===== src/rtl/spi_pkg.sv =====
// Shared types for the SPI master sequencer: FSM state encoding and FIFO counter sizing.
package spi_pkg;

    typedef enum logic [2:0] {
        SEQ_IDLE      = 3'd0,
        SEQ_START     = 3'd1,
        SEQ_WAIT_BUSY = 3'd2,
        SEQ_WAIT_DONE = 3'd3,
        SEQ_CAPTURE   = 3'd4
    } seq_state_t;

    // Counter must hold 0..depth inclusive, hence one bit beyond the pointer width.
    function automatic int cnt_width(input int depth);
        return $clog2(depth) + 1;
    endfunction

endpackage


===== src/rtl/spi_master_sequencer_if.sv =====
// Bundles the system-side FIFO handshakes and the SPI master driver handshake.
// master modport is the sequencer's view; slave modport is the surrounding system/driver.
interface spi_master_sequencer_if #(
    parameter int DATA_WIDTH = 32
);
    logic [DATA_WIDTH-1:0] tx_data;
    logic                  tx_valid;
    logic                  tx_ready;
    logic [DATA_WIDTH-1:0] rx_data;
    logic                  rx_valid;
    logic                  rx_ready;
    logic                  busy;
    logic                  timeout_err;
    logic                  err_clear;
    logic                  start_transaction;
    logic [DATA_WIDTH-1:0] master_data_in;
    logic [DATA_WIDTH-1:0] master_data_out;
    logic                  master_ready;

    modport master (
        input  tx_data, tx_valid, rx_ready, err_clear, master_data_out, master_ready,
        output tx_ready, rx_data, rx_valid, busy, timeout_err, start_transaction, master_data_in
    );

    modport slave (
        output tx_data, tx_valid, rx_ready, err_clear, master_data_out, master_ready,
        input  tx_ready, rx_data, rx_valid, busy, timeout_err, start_transaction, master_data_in
    );
endinterface


===== src/rtl/spi_sync_fifo.sv =====
// Synchronous FIFO with first-word fall-through head; head reads as zero when empty.
// Zero-latency head; pushes while full and pops while empty are ignored.
module spi_sync_fifo
    import spi_pkg::*;
#(
    parameter int DATA_WIDTH = 32,
    parameter int DEPTH      = 4
) (
    input  logic                  clk,
    input  logic                  rst,
    input  logic                  push,
    input  logic [DATA_WIDTH-1:0] push_data,
    input  logic                  pop,
    output logic [DATA_WIDTH-1:0] head,
    output logic                  full,
    output logic                  empty
);
    localparam int AW = $clog2(DEPTH);
    localparam int CW = cnt_width(DEPTH);

    logic [DATA_WIDTH-1:0] mem [DEPTH];
    logic [AW-1:0]         wr_ptr;
    logic [AW-1:0]         rd_ptr;
    logic [CW-1:0]         count;
    logic                  do_push;
    logic                  do_pop;

    assign full    = (count == CW'(DEPTH));
    assign empty   = (count == '0);
    assign do_push = push && !full;
    assign do_pop  = pop && !empty;
    assign head    = empty ? '0 : mem[rd_ptr];

    always_ff @(posedge clk) begin
        if (!rst) begin
            wr_ptr <= '0;
            rd_ptr <= '0;
            count  <= '0;
        end else begin
            if (do_push) wr_ptr <= wr_ptr + 1'b1;
            if (do_pop)  rd_ptr <= rd_ptr + 1'b1;
            case ({do_push, do_pop})
                2'b10:   count <= count + 1'b1;
                2'b01:   count <= count - 1'b1;
                default: count <= count;
            endcase
        end
    end

    // Storage needs no reset: the head is masked while the FIFO is empty.
    always_ff @(posedge clk) begin
        if (do_push) mem[wr_ptr] <= push_data;
    end

endmodule


===== src/rtl/spi_master_sequencer.sv =====
// Buffers TX words and issues one SPI master transaction per word, queueing replies in RX.
// Start pulse two cycles after a push into an idle sequencer; stalls when RX is full.
module spi_master_sequencer
    import spi_pkg::*;
#(
    parameter int DATA_WIDTH    = 32,
    parameter int FIFO_DEPTH    = 4,
    parameter int START_TIMEOUT = 15
) (
    input  logic                   clk,
    input  logic                   rst,
    spi_master_sequencer_if.master bus
);
    localparam int TW = (START_TIMEOUT < 1) ? 1 : $clog2(START_TIMEOUT + 1);

    seq_state_t            state, state_nxt;
    logic [TW-1:0]         timer, timer_nxt;
    logic [DATA_WIDTH-1:0] data_reg;
    logic                  timeout_err;

    logic                  tx_full, tx_empty, tx_pop;
    logic [DATA_WIDTH-1:0] tx_head;
    logic                  rx_full, rx_empty, rx_push;
    logic                  timeout_hit;

    spi_sync_fifo #(.DATA_WIDTH(DATA_WIDTH), .DEPTH(FIFO_DEPTH)) u_tx_fifo (
        .clk       (clk),
        .rst       (rst),
        .push      (bus.tx_valid && !tx_full),
        .push_data (bus.tx_data),
        .pop       (tx_pop),
        .head      (tx_head),
        .full      (tx_full),
        .empty     (tx_empty)
    );

    spi_sync_fifo #(.DATA_WIDTH(DATA_WIDTH), .DEPTH(FIFO_DEPTH)) u_rx_fifo (
        .clk       (clk),
        .rst       (rst),
        .push      (rx_push),
        .push_data (bus.master_data_out),
        .pop       (bus.rx_ready),
        .head      (bus.rx_data),
        .full      (rx_full),
        .empty     (rx_empty)
    );

    always_comb begin
        state_nxt   = state;
        timer_nxt   = timer;
        tx_pop      = 1'b0;
        rx_push     = 1'b0;
        timeout_hit = 1'b0;
        case (state)
            SEQ_IDLE: begin
                // Waiting on RX room here is what makes the CAPTURE push overflow-free.
                if (!tx_empty && !rx_full && bus.master_ready) begin
                    tx_pop    = 1'b1;
                    state_nxt = SEQ_START;
                end
            end
            SEQ_START: begin
                timer_nxt = '0;
                state_nxt = SEQ_WAIT_BUSY;
            end
            SEQ_WAIT_BUSY: begin
                if (!bus.master_ready) begin
                    state_nxt = SEQ_WAIT_DONE;
                end else if (timer == TW'(START_TIMEOUT)) begin
                    timeout_hit = 1'b1;
                    state_nxt   = SEQ_IDLE;
                end else begin
                    timer_nxt = timer + 1'b1;
                end
            end
            SEQ_WAIT_DONE: begin
                if (bus.master_ready) state_nxt = SEQ_CAPTURE;
            end
            SEQ_CAPTURE: begin
                rx_push   = 1'b1;
                state_nxt = SEQ_IDLE;
            end
            default: state_nxt = SEQ_IDLE;
        endcase
    end

    always_ff @(posedge clk) begin
        if (!rst) begin
            state       <= SEQ_IDLE;
            timer       <= '0;
            data_reg    <= '0;
            timeout_err <= 1'b0;
        end else begin
            state <= state_nxt;
            timer <= timer_nxt;
            if (tx_pop) data_reg <= tx_head;
            if (timeout_hit)        timeout_err <= 1'b1;
            else if (bus.err_clear) timeout_err <= 1'b0;
        end
    end

    assign bus.tx_ready          = !tx_full;
    assign bus.rx_valid          = !rx_empty;
    assign bus.busy              = (state != SEQ_IDLE) || !tx_empty;
    assign bus.timeout_err       = timeout_err;
    assign bus.start_transaction = (state == SEQ_START);
    assign bus.master_data_in    = data_reg;

endmodule

===== src/flat_wrapper.sv =====
// flat-port wrapper written by rule: the top's interface ports become plain ports
module spi_master_sequencer_flat import spi_pkg::*;
#(
    parameter int DATA_WIDTH    = 32,
    parameter int FIFO_DEPTH    = 4,
    parameter int START_TIMEOUT = 15
)
  (clk, rst, bus_tx_data, bus_tx_valid, bus_rx_ready, bus_err_clear, bus_master_data_out, bus_master_ready, bus_tx_ready, bus_rx_data, bus_rx_valid, bus_busy, bus_timeout_err, bus_start_transaction, bus_master_data_in);
  spi_master_sequencer_if #(.DATA_WIDTH(DATA_WIDTH)) bus_i ();
  input  logic clk;
  input  logic rst;
  input wire logic [$bits(bus_i.tx_data)-1:0] bus_tx_data;
  input wire logic [$bits(bus_i.tx_valid)-1:0] bus_tx_valid;
  input wire logic [$bits(bus_i.rx_ready)-1:0] bus_rx_ready;
  input wire logic [$bits(bus_i.err_clear)-1:0] bus_err_clear;
  input wire logic [$bits(bus_i.master_data_out)-1:0] bus_master_data_out;
  input wire logic [$bits(bus_i.master_ready)-1:0] bus_master_ready;
  output wire logic [$bits(bus_i.tx_ready)-1:0] bus_tx_ready;
  output wire logic [$bits(bus_i.rx_data)-1:0] bus_rx_data;
  output wire logic [$bits(bus_i.rx_valid)-1:0] bus_rx_valid;
  output wire logic [$bits(bus_i.busy)-1:0] bus_busy;
  output wire logic [$bits(bus_i.timeout_err)-1:0] bus_timeout_err;
  output wire logic [$bits(bus_i.start_transaction)-1:0] bus_start_transaction;
  output wire logic [$bits(bus_i.master_data_in)-1:0] bus_master_data_in;
  assign bus_i.tx_data = bus_tx_data;
  assign bus_i.tx_valid = bus_tx_valid;
  assign bus_i.rx_ready = bus_rx_ready;
  assign bus_i.err_clear = bus_err_clear;
  assign bus_i.master_data_out = bus_master_data_out;
  assign bus_i.master_ready = bus_master_ready;
  assign bus_tx_ready = bus_i.tx_ready;
  assign bus_rx_data = bus_i.rx_data;
  assign bus_rx_valid = bus_i.rx_valid;
  assign bus_busy = bus_i.busy;
  assign bus_timeout_err = bus_i.timeout_err;
  assign bus_start_transaction = bus_i.start_transaction;
  assign bus_master_data_in = bus_i.master_data_in;
  spi_master_sequencer #(.DATA_WIDTH(DATA_WIDTH), .FIFO_DEPTH(FIFO_DEPTH), .START_TIMEOUT(START_TIMEOUT)) u_core (.clk(clk), .rst(rst), .bus(bus_i));
endmodule

===== config.mk =====
export PLATFORM = sky130hd
export DESIGN_NAME = spi_master_sequencer_flat
export DESIGN_NICKNAME = d
export VERILOG_FILES = /design/src/rtl/spi_pkg.sv /design/src/rtl/spi_master_sequencer_if.sv /design/src/rtl/spi_sync_fifo.sv /design/src/rtl/spi_master_sequencer.sv /design/src/flat_wrapper.sv
export SDC_FILE = /design/constraint.sdc
export NUM_CORES = 1
export LEC_CHECK = 0
export CAP_MARGIN = 20
export CORE_MARGIN = 5
export CORE_UTILIZATION = 60
export CTS_BUF_LIST = sky130_fd_sc_hd__clkbuf_4 sky130_fd_sc_hd__clkbuf_8 sky130_fd_sc_hd__clkbuf_16
export DETAILED_ROUTE_END_ITERATION = 16
export HOLD_SLACK_MARGIN = 0.08
export PLACE_DENSITY = 0.82
export SLEW_MARGIN = 25
export SYNTH_ARGS = -nofsm -noshare
export SYNTH_HDL_FRONTEND = slang
export SYNTH_SLANG_ARGS = --single-unit

===== constraint.sdc =====
create_clock -name clk -period 5.6 [get_ports clk]
set_clock_uncertainty 0.15 [all_clocks]
set_input_delay 0.84 -clock clk [delete_from_list [all_inputs] [get_ports clk]]
set_output_delay 0.84 -clock clk [all_outputs]
set_load 0.1 [all_outputs]

### Yosys cells after proc, flatten, opt, wreduce, memory -nomap -nowiden

Memory sizes are Yosys's and may differ from the RTL's. A register that Yosys moved wholly into a read port is not among the register bits.
Index checks and enable logic that the tools add are counted.

* register bits: 22
* RAM bits: 256
* bits of input ports: 70
* output and inout bits: 69
* memories kept: 2

* $add $sub $neg: 9
* equal/unequal tests: 16
* mux-type cells: 25
* reductions and logical operators: 23

Memories
* u_core.u_rx_fifo.mem: depth 4, bits a word 32, read ports 1, clocked after memory_dff 1, wr ports 1, RTL line spi_sync_fifo.sv:21 `logic [DATA_WIDTH-1:0] mem [DEPTH];`
* u_core.u_tx_fifo.mem: depth 4, bits a word 32, read ports 1, clocked after memory_dff 1, wr ports 1, RTL line spi_sync_fifo.sv:21

Operators with widths (count)
* two-way mux 32 bit: 1
* two-way mux 1 bit: 12
* two-way mux 3 bit: 4
* case mux 3 bit (2 select lines): 2
* case mux 3 bit (4 select lines): 1
* equality test 3 bit, second input constant: 3
* logical NOT 3 bit: 3
* adder 2 x 1 -> 2 bit, second input constant: 4
* two-way mux 4 bit: 2
* case mux 4 bit (2 select lines): 1
* nonzero test 2 bit: 4
* logical AND 1 bit: 7
* adder 3 x 1 -> 3 bit, second input constant: 2
* equality test 3 x 2 -> 1 bit, second input constant: 2
* != test 2 bit, second input constant: 3
* AND reduction 3 bit: 2
* subtractor 3 x 1 -> 3 bit, second input constant: 2
* logical NOT 1 bit: 5
* adder 4 x 1 -> 4 bit, second input constant: 1
* equality test 2 x 1 -> 1 bit, second input constant: 2
* equality test 2 bit, second input constant: 2
* equality test 4 bit, second input constant: 1
* two-way mux 2 bit: 2
* equality test 3 x 1 -> 1 bit, second input constant: 1
* other kinds (4): 4

### Logic depth before layout (Yosys ltp)

Gate-level depths: netlist of run 1.

* word-level depth: 9
* depth in mapped cells: 11
* mapped depth without buffers: 9

### By module

Synthesis of run 1 repeated with hierarchy kept, for this count alone.

* cell total of the unflattened synthesis: 709
* area total of the unflattened synthesis: 12321.8 µm²

By module, submodules not included
* spi_sync_fifo: instances 2, cells each 256, area an instance 5330.1 µm², seq. area each 4023.9 µm²
* spi_master_sequencer: instances 1, cells each 197, area an instance 1661.6 µm², seq. area each 800.8 µm²

### Least setup slack after synthesis of run 1

No wires, ideal clock.

* path type: flip-flop to output port
* from: reg (tool-made name)
* to: out bus_rx_data[10]
* arrival: 2.423 ns
* data required time: 4.610 ns
* path slack: 2.187 ns
* cell stages (with the launch flop): 5
* path buffers: 2
* cell sequence: dfxtp_1 > clkbuf_1 > buf_2 > mux4_2 > nor2b_1

RTL lines
* end, declared: RTL line flat_wrapper.sv:19 `output wire logic [$bits(bus_i.rx_data)-1:0] bus_rx_data;`

==> run_results.csv, run 1 <==
group,metric,value,unit
detailed_routing,drt_first_pass_iters,5,
run,drv_cap,0,
power_and_ir_drop,clkPwrFrac,0.315,
sta,finalSetupTns,0,ns
cells_and_area,area_growth,22.1,%
sta,tightest_slew,1.05,ns
global_routing,grt_first_pass_wirelength,39.9,mm
synthesis,ys.flop_type,"edfxtp_1",
min_path,hold_path.class,"register to register",
clocking,worstSkewPairLatency,0.53,ns
worst_setup_path,cp-start-kind,"register",
worst_setup_path,slowest_stage,"clkdlybuf4s50_1",
synthesis,synth_area,12100,sq um
power_and_ir_drop,power.internal,0.00433,W
power_and_ir_drop,p_seq_frac,0.439,
clocking,cts_tree,"built",
detailed_routing,viasPerCell,6.07,
synthesis,async_flop_share,0,
worst_setup_path,cp.required,4.61,ns
clocking,numCtsBuffers,30,
global_routing,grt_overflow,0,
synthesis,syn-num-nets,761,
placed_design,gp_congestion,0.731,
detailed_routing,drt-total-wl,25.2,mm
die,die_height,152,um
sta,setup_viol,0,
global_routing,grt_max_degree,46,
outcome,outcome,"finished, final reports clean",
die,initial_core_util,0.605,
power_and_ir_drop,sw_frac_of_total,0.315,
power_and_ir_drop,p_leak,4.77,nW
cells_and_area,diodes,0,
synthesis,synth_cells,678,
worst_setup_path,worstPathMaxFanout,17,
synthesis,yosysUniqueCellTypes,44,
sta,worst_slack,1.25,ns
power_and_ir_drop,pwr-share-comb,0.246,
sta,min_period,4.35,ns
synthesis,synth_seq_cells,312,
worst_setup_path,cp-end-kind,"output pin",
power_and_ir_drop,switchingPower,0.00199,W
detailed_routing,drt_iter0_drc,542,
synthesis,syn_avg_cell_area,17.9,sq um
worst_setup_path,cp_slowest_stage_delay,1.00,ns
detailed_routing,vias,6731,
worst_setup_path,crit_family,"buffers and inverters",
worst_setup_path,timing.rr.start,"u_core.state[0]",
power_and_ir_drop,peakVddDrop,446,uV
clocking,root_buffer,"clkbuf_16",
placed_design,io_buffers,138,
power_and_ir_drop,p_per_area,427,nW/um^2
die,dieArea,23100,sq um
cells_and_area,drive_above_1_share,0.178,
min_path,worstHoldStart,"u_core.bus.master_data_in[31]",
synthesis,synth-warning-count,0,
die,rows,52,
placed_design,dp_hpwl,15.2,mm
cells_and_area,fin_util,0.738,
clocking,htree_levels,1,
worst_setup_path,worstPathArrival,3.36,ns
clocking,cts_buffer_depth,3,
clocking,post-cts-setup-buffers,0,
placed_design,post-place-cells,1053,
clocking,cts_resized,0,
die,die_x,152,um
sta,rsz0062_at_grt,"no",
placed_design,place_ws,1.63,ns
clocking,cts.sinks,312,
clocking,postCtsHoldBufs,0,
sta,fmax,230,MHz
detailed_routing,drc,0,
die,core-area,20000,sq um
sta,finalCritPeriodShare,0.777,
sta,relSlewSlack,0.295,
global_routing,grt.total_usage,0.214,
clocking,path_clk_slew,0.06,ns
worst_setup_path,crit_type,"register to output pin",
sta,hold_viol_final,0,
worst_setup_path,path_cells,"buf_4 -> mux4_2 -> nor2b_1 -> clkdlybuf4s50_1",
cells_and_area,fin_cells,1109,
detailed_routing,wire_per_inst,22.7,um
synthesis,synth_edf_count,256,
global_routing,antenna_found_initial,0,
die,num_io_pins,139,
sta,drv_slew,0,
synthesis,seq_area_frac_synth,0.727,
global_routing,grt_pass1_vias,7041,
detailed_routing,ant_nets,0,
worst_setup_path,worst-path-buf-inv,2,
cells_and_area,final_nets,898,
## path summary, 6_finish.rpt
| path | to | slack, ns | cells after the start |
|---|---|---|---|
| worst max-delay path | bus_rx_data[0] | 1.25 | 4 |
| worst min-delay path | u_core.bus.master_data_in[31] | 0.34 | 2 |
| worst max register to register | u_core.u_tx_fifo.count[2] | 2.52 | 9 |
| worst min register to register | u_core.bus.master_data_in[31] | 0.34 | 2 |
## cell type report
| type | count | area, sq um |
|---|---|---|
| Sequential cell | 312 | 8810 |
| Fill cell | 1203 | 5240 |
| Multi-Input combinational cell | 299 | 3060 |
| Timing Repair Buffer | 157 | 1520 |
| Clock buffer | 41 | 876 |
| Tap cell | 270 | 338 |
| Clock inverter | 15 | 131 |
| Inverter | 15 | 56.3 |
## per-layer routing
| metal | vias up | GRT usage | share of wire |
|---|---|---|---|
| met2 | 298 | 0.379 | 0.53 |
| met5 | - | 0 | 0 |
| met1 | 3403 | 0.284 | 0.38 |
| met3 | 42 | 0.0386 | 0.074 |
| met4 | 0 | 0.0398 | 0.016 |
| li1 | 2988 | - | - |
## Yosys cell counts (4+ instances only)
cell | n | area, sq um
edfxtp_1 | 256 | 7690
mux4_2 | 64 | 1440
dfxtp_1 | 56 | 1120
a21oi_1 | 44 | 220
clkbuf_1 | 34 | 128
o31ai_1 | 34 | 255
nand4_1 | 33 | 206
nor2b_1 | 33 | 206
inv_1 | 15 | 56.3
buf_2 | 13 | 65.1
nor2_1 | 13 | 48.8
ha_1 | 11 | 138
and3_1 | 9 | 56.3
xor2_1 | 6 | 52.6
nand3_1 | 5 | 25.0
buf_1 | 4 | 15.0
nand2_1 | 4 | 15.0
o21ai_0 | 4 | 20.0
or3_1 | 4 | 25.0
or3b_2 | 4 | 35.0
## power by group through the flow
stage               logic, W  clock network, W  registers [W]
finish               0.00155           0.00199        0.00277
global route         0.00162           0.00213        0.00279
CTS                  0.00156           0.00202        0.00277
detailed placement   0.00155                 0        0.00282
global placement     0.00152                 0        0.00281
floorplan           0.000734                 0        0.00321
## registers in the layout (all words and copies together), names as in the netlist, named ones only
register,flops
u_core.bus.timeout_err,1
u_core.u_tx_fifo.wr_ptr,2
u_core.u_rx_fifo.rd_ptr,2
u_core.u_tx_fifo.rd_ptr,2
u_core.timer,4
u_core.u_rx_fifo.count,3
u_core.u_tx_fifo.mem,128
u_core.u_rx_fifo.wr_ptr,2
u_core.bus.master_data_in,32
u_core.u_tx_fifo.count,3
u_core.state,3
u_core.u_rx_fifo.mem,128
## placed cells by master, fill, tap and decap left out, types with 3 or more instances in the layout
cell type / n
nand4_1: 33
o31ai_1: 34
clkinv_2: 9
or3b_2: 4
and3_1: 9
inv_1: 15
nand2_1: 4
nor2_1: 13
clkinvlp_4: 3
clkbuf_8: 4
dfxtp_1: 54
mux4_2: 64
clkbuf_4: 6
nor2b_1: 33
ha_1: 11
nand3_1: 5
or3_1: 4
xor2_1: 6
edfxtp_1: 256
clkbuf_16: 31
buf_4: 19
o21ai_0: 4
a21oi_1: 44
clkdlybuf4s50_1: 138
## metrics by stage
| step | hold WS, ns | total power (W) | cell area, sq um |
|---|---|---|---|
| final | 0.338 | 0.00632 | 14800 |
| after CTS | 0.342 | 0.00636 | 14800 |
| after floorplan | 0.306 | 0.00395 | 12100 |
| after global placement | 0.307 | 0.00432 | 13800 |
| after detailed placement | 0.325 | 0.00437 | 13800 |
| after global routing | 0.365 | 0.00654 | 14800 |
## tightest hold or removal path: stages (launching register included)
cell and delay, ns:
dfxtp_1 0.32, o31ai_1 0.06, a21oi_1 0.06
## kinds of logic (layout without fill, tap and decap cells)
group                    after synthesis  after routing  share of synthesized area
AND/OR/NAND/NOR                      124            124                     0.0653
buffers and inverters                 67            228                     0.0224
AO/OA/AOI/OAI                         90             90                     0.0461
multiplexers                          66             66                      0.121
XOR/XNOR                               6              6                    0.00433
flip-flops                           312            312                      0.727
adder cells (fa/ha/maj)               13             13                     0.0147
Note: power is estimated with default switching activity, not from simulation.
==> inputs of run 2 (changes only) <==
- CORE_UTILIZATION: 60 -> 50
- PLACE_DENSITY: 0.82 -> 0.72
- clock period: 5.6 -> 3.7 ns (I/O delays scaled with it)
==> run 2 against run 1 <==
Sequential power up 52%. Total power is 51% higher. Combinational power grew 50%. Register-to-register slack got worse by 1.7 ns. Clock-buffer cell count fell by 5. First-iteration DRC count is 14% lower. Worst hold slack lost 0.013 ns. Utilization shrank 12 points.
==> run_results.csv, run 2 (synthesis gave the netlist of run 1 again) <==
group,metric,value,unit
sta,min_period,3.12,ns
clocking,cts_resized,0,
placed_design,io_buffers,138,
worst_setup_path,slowest_stage,"dfxtp_2",
worst_setup_path,worstPathArrival,2.42,ns
die,die_x,166,um
sta,drv_slew,0,
global_routing,grt_max_degree,40,
cells_and_area,nFillCells,1768,
cells_and_area,fin_util,0.615,
detailed_routing,drt_first_pass_iters,5,
cells_and_area,drive_above_1_share,0.217,
clocking,htree_levels,1,
clocking,root_buffer,"clkbuf_16",
detailed_routing,viasPerCell,5.69,
global_routing,grt_pass1_vias,6977,
cells_and_area,final_nets,896,
die,num_io_pins,139,
clocking,cts.sinks,312,
die,core-area,24100,sq um
detailed_routing,wire_per_inst,21.2,um
global_routing,antenna_found_initial,1,
sta,finalSetupTns,0,ns
power_and_ir_drop,peakVddDrop,632,uV
die,dieArea,27500,sq um
global_routing,grt.total_usage,0.176,
sta,finalCritPeriodShare,0.844,
global_routing,grt_overflow,0,
cells_and_area,layout_commonest_cell,"edfxtp_1",
worst_setup_path,path_cells,"buf_12 -> mux4_2 -> nor2b_1 -> buf_4",
worst_setup_path,cp_slowest_stage_delay,0.67,ns
detailed_routing,ant_nets,0,
clocking,worstSkewPairLatency,0.54,ns
sta,tightest_slew,1.02,ns
cells_and_area,area_growth,22.2,%
worst_setup_path,cp-end-kind,"output pin",
worst_setup_path,worstPathMaxFanout,19,
worst_setup_path,cp.required,2.99,ns
die,initial_core_util,0.503,
sta,relSlewSlack,0.323,
detailed_routing,drc,0,
sta,hold_viol_final,0,
detailed_routing,drt-total-wl,24.6,mm
detailed_routing,vias,6597,
power_and_ir_drop,p_leak,4.83,nW
clocking,postCtsHoldBufs,0,
cells_and_area,diodes,0,
min_path,hold_path.class,"register to register",
power_and_ir_drop,p_per_area,644,nW/um^2
outcome,outcome,"finished, final reports clean",
clocking,cts_buffer_depth,3,
clocking,path_clk_slew,0.06,ns
sta,fmax,320,MHz
worst_setup_path,crit_type,"register to output pin",
placed_design,dp_hpwl,15.1,mm
placed_design,gp_congestion,0.724,
die,rows,57,
cells_and_area,final_cell_mix,"edfxtp_1, clkdlybuf4s50_1, mux4_2",
detailed_routing,drt_iter0_drc,466,
worst_setup_path,cp-start-kind,"register",
sta,rsz0062_at_grt,"no",
run,drv_cap,0,
sta,setup_viol,0,
clocking,cts_tree,"built",
global_routing,grt_first_pass_wirelength,39.3,mm
clocking,numCtsBuffers,30,
die,die_height,166,um
clocking,post-cts-setup-buffers,0,
run 2: cell types whose count changed in the layout (fill, tap and decap cells not counted):
cell	previous run	this run
and3_1	9	5
clkbuf_8	4	0
clkinv_2	9	6
clkinvlp_4	3	1
clkdlybuf4s50_1	138	102
clkbuf_4	6	5
buf_4	19	47
clkinvlp_2	0	1
bufinv_16	2	3
clkinv_4	0	2
and3_2	0	4
buf_12	0	6
clkinv_1	1	6
run 2: power breakdown:
part,internal (W),switching [W],leakage (nW)
Sequential,0.00405,0.000169,2.78
Clock,0.00177,0.00122,0.489
Combinational,0.000715,0.00162,1.56
Total,0.00653,0.00301,4.83
run 2: critical path: cells and delay by family, from the launching register on:
family        cells  cell delay, ns
flops             1            0.67
mux               1            0.51
simple gates      1            0.17
buf+inv           2            0.53
run 2: final timing paths:
path	startpoint	to	slack (ns)	cells past startpoint
min reg2reg	u_core.bus.master_data_in[14]	u_core.bus.master_data_in[14]	0.32	2
min	u_core.bus.master_data_in[14]	u_core.bus.master_data_in[14]	0.32	2
max	register	bus_rx_data[22]	0.58	4
max reg2reg	u_core.state[0]	u_core.u_tx_fifo.count[2]	0.85	8
run 2: final cells by class:
class                      instances  area (sq um)  area share
sequential                       312          8810       0.595
tap                              324           405      0.0274
clock inverter                    19           173      0.0117
clock buffer                      36           813      0.0549
timing repair buffer             155          1490       0.101
multi-input combinational        299          3070       0.207
inverter                          15          56.3     0.00380
run 2: routing by layer:
layer / track usage / wire length, um / share of wire
met4: 0.0352 / 424 / 0.017
met2: 0.308 / 12600 / 0.51
met3: 0.0360 / 1610 / 0.066
met5: 0 / 7 / 0.00028
met1: 0.234 / 9880 / 0.40
run 2: per-stage QoR:
step | power, W | cell area [sq um] | setup slack, ns | hold slack, ns | instances
3_5_place_dp | 0.00663 | 13800 | 0.237 | 0.319 | 1105
5_1_grt | 0.00993 | 14800 | 0.392 | 0.354 | 1160
3_3_place_gp | 0.00658 | 13800 | 0.343 | 0.311 | 1105
4_1_cts | 0.00964 | 14800 | 0.493 | 0.329 | 1160
2_1_floorplan | 0.00597 | 12100 | 0.572 | 0.306 | 678
6_report | 0.00954 | 14800 | 0.579 | 0.325 | 1160
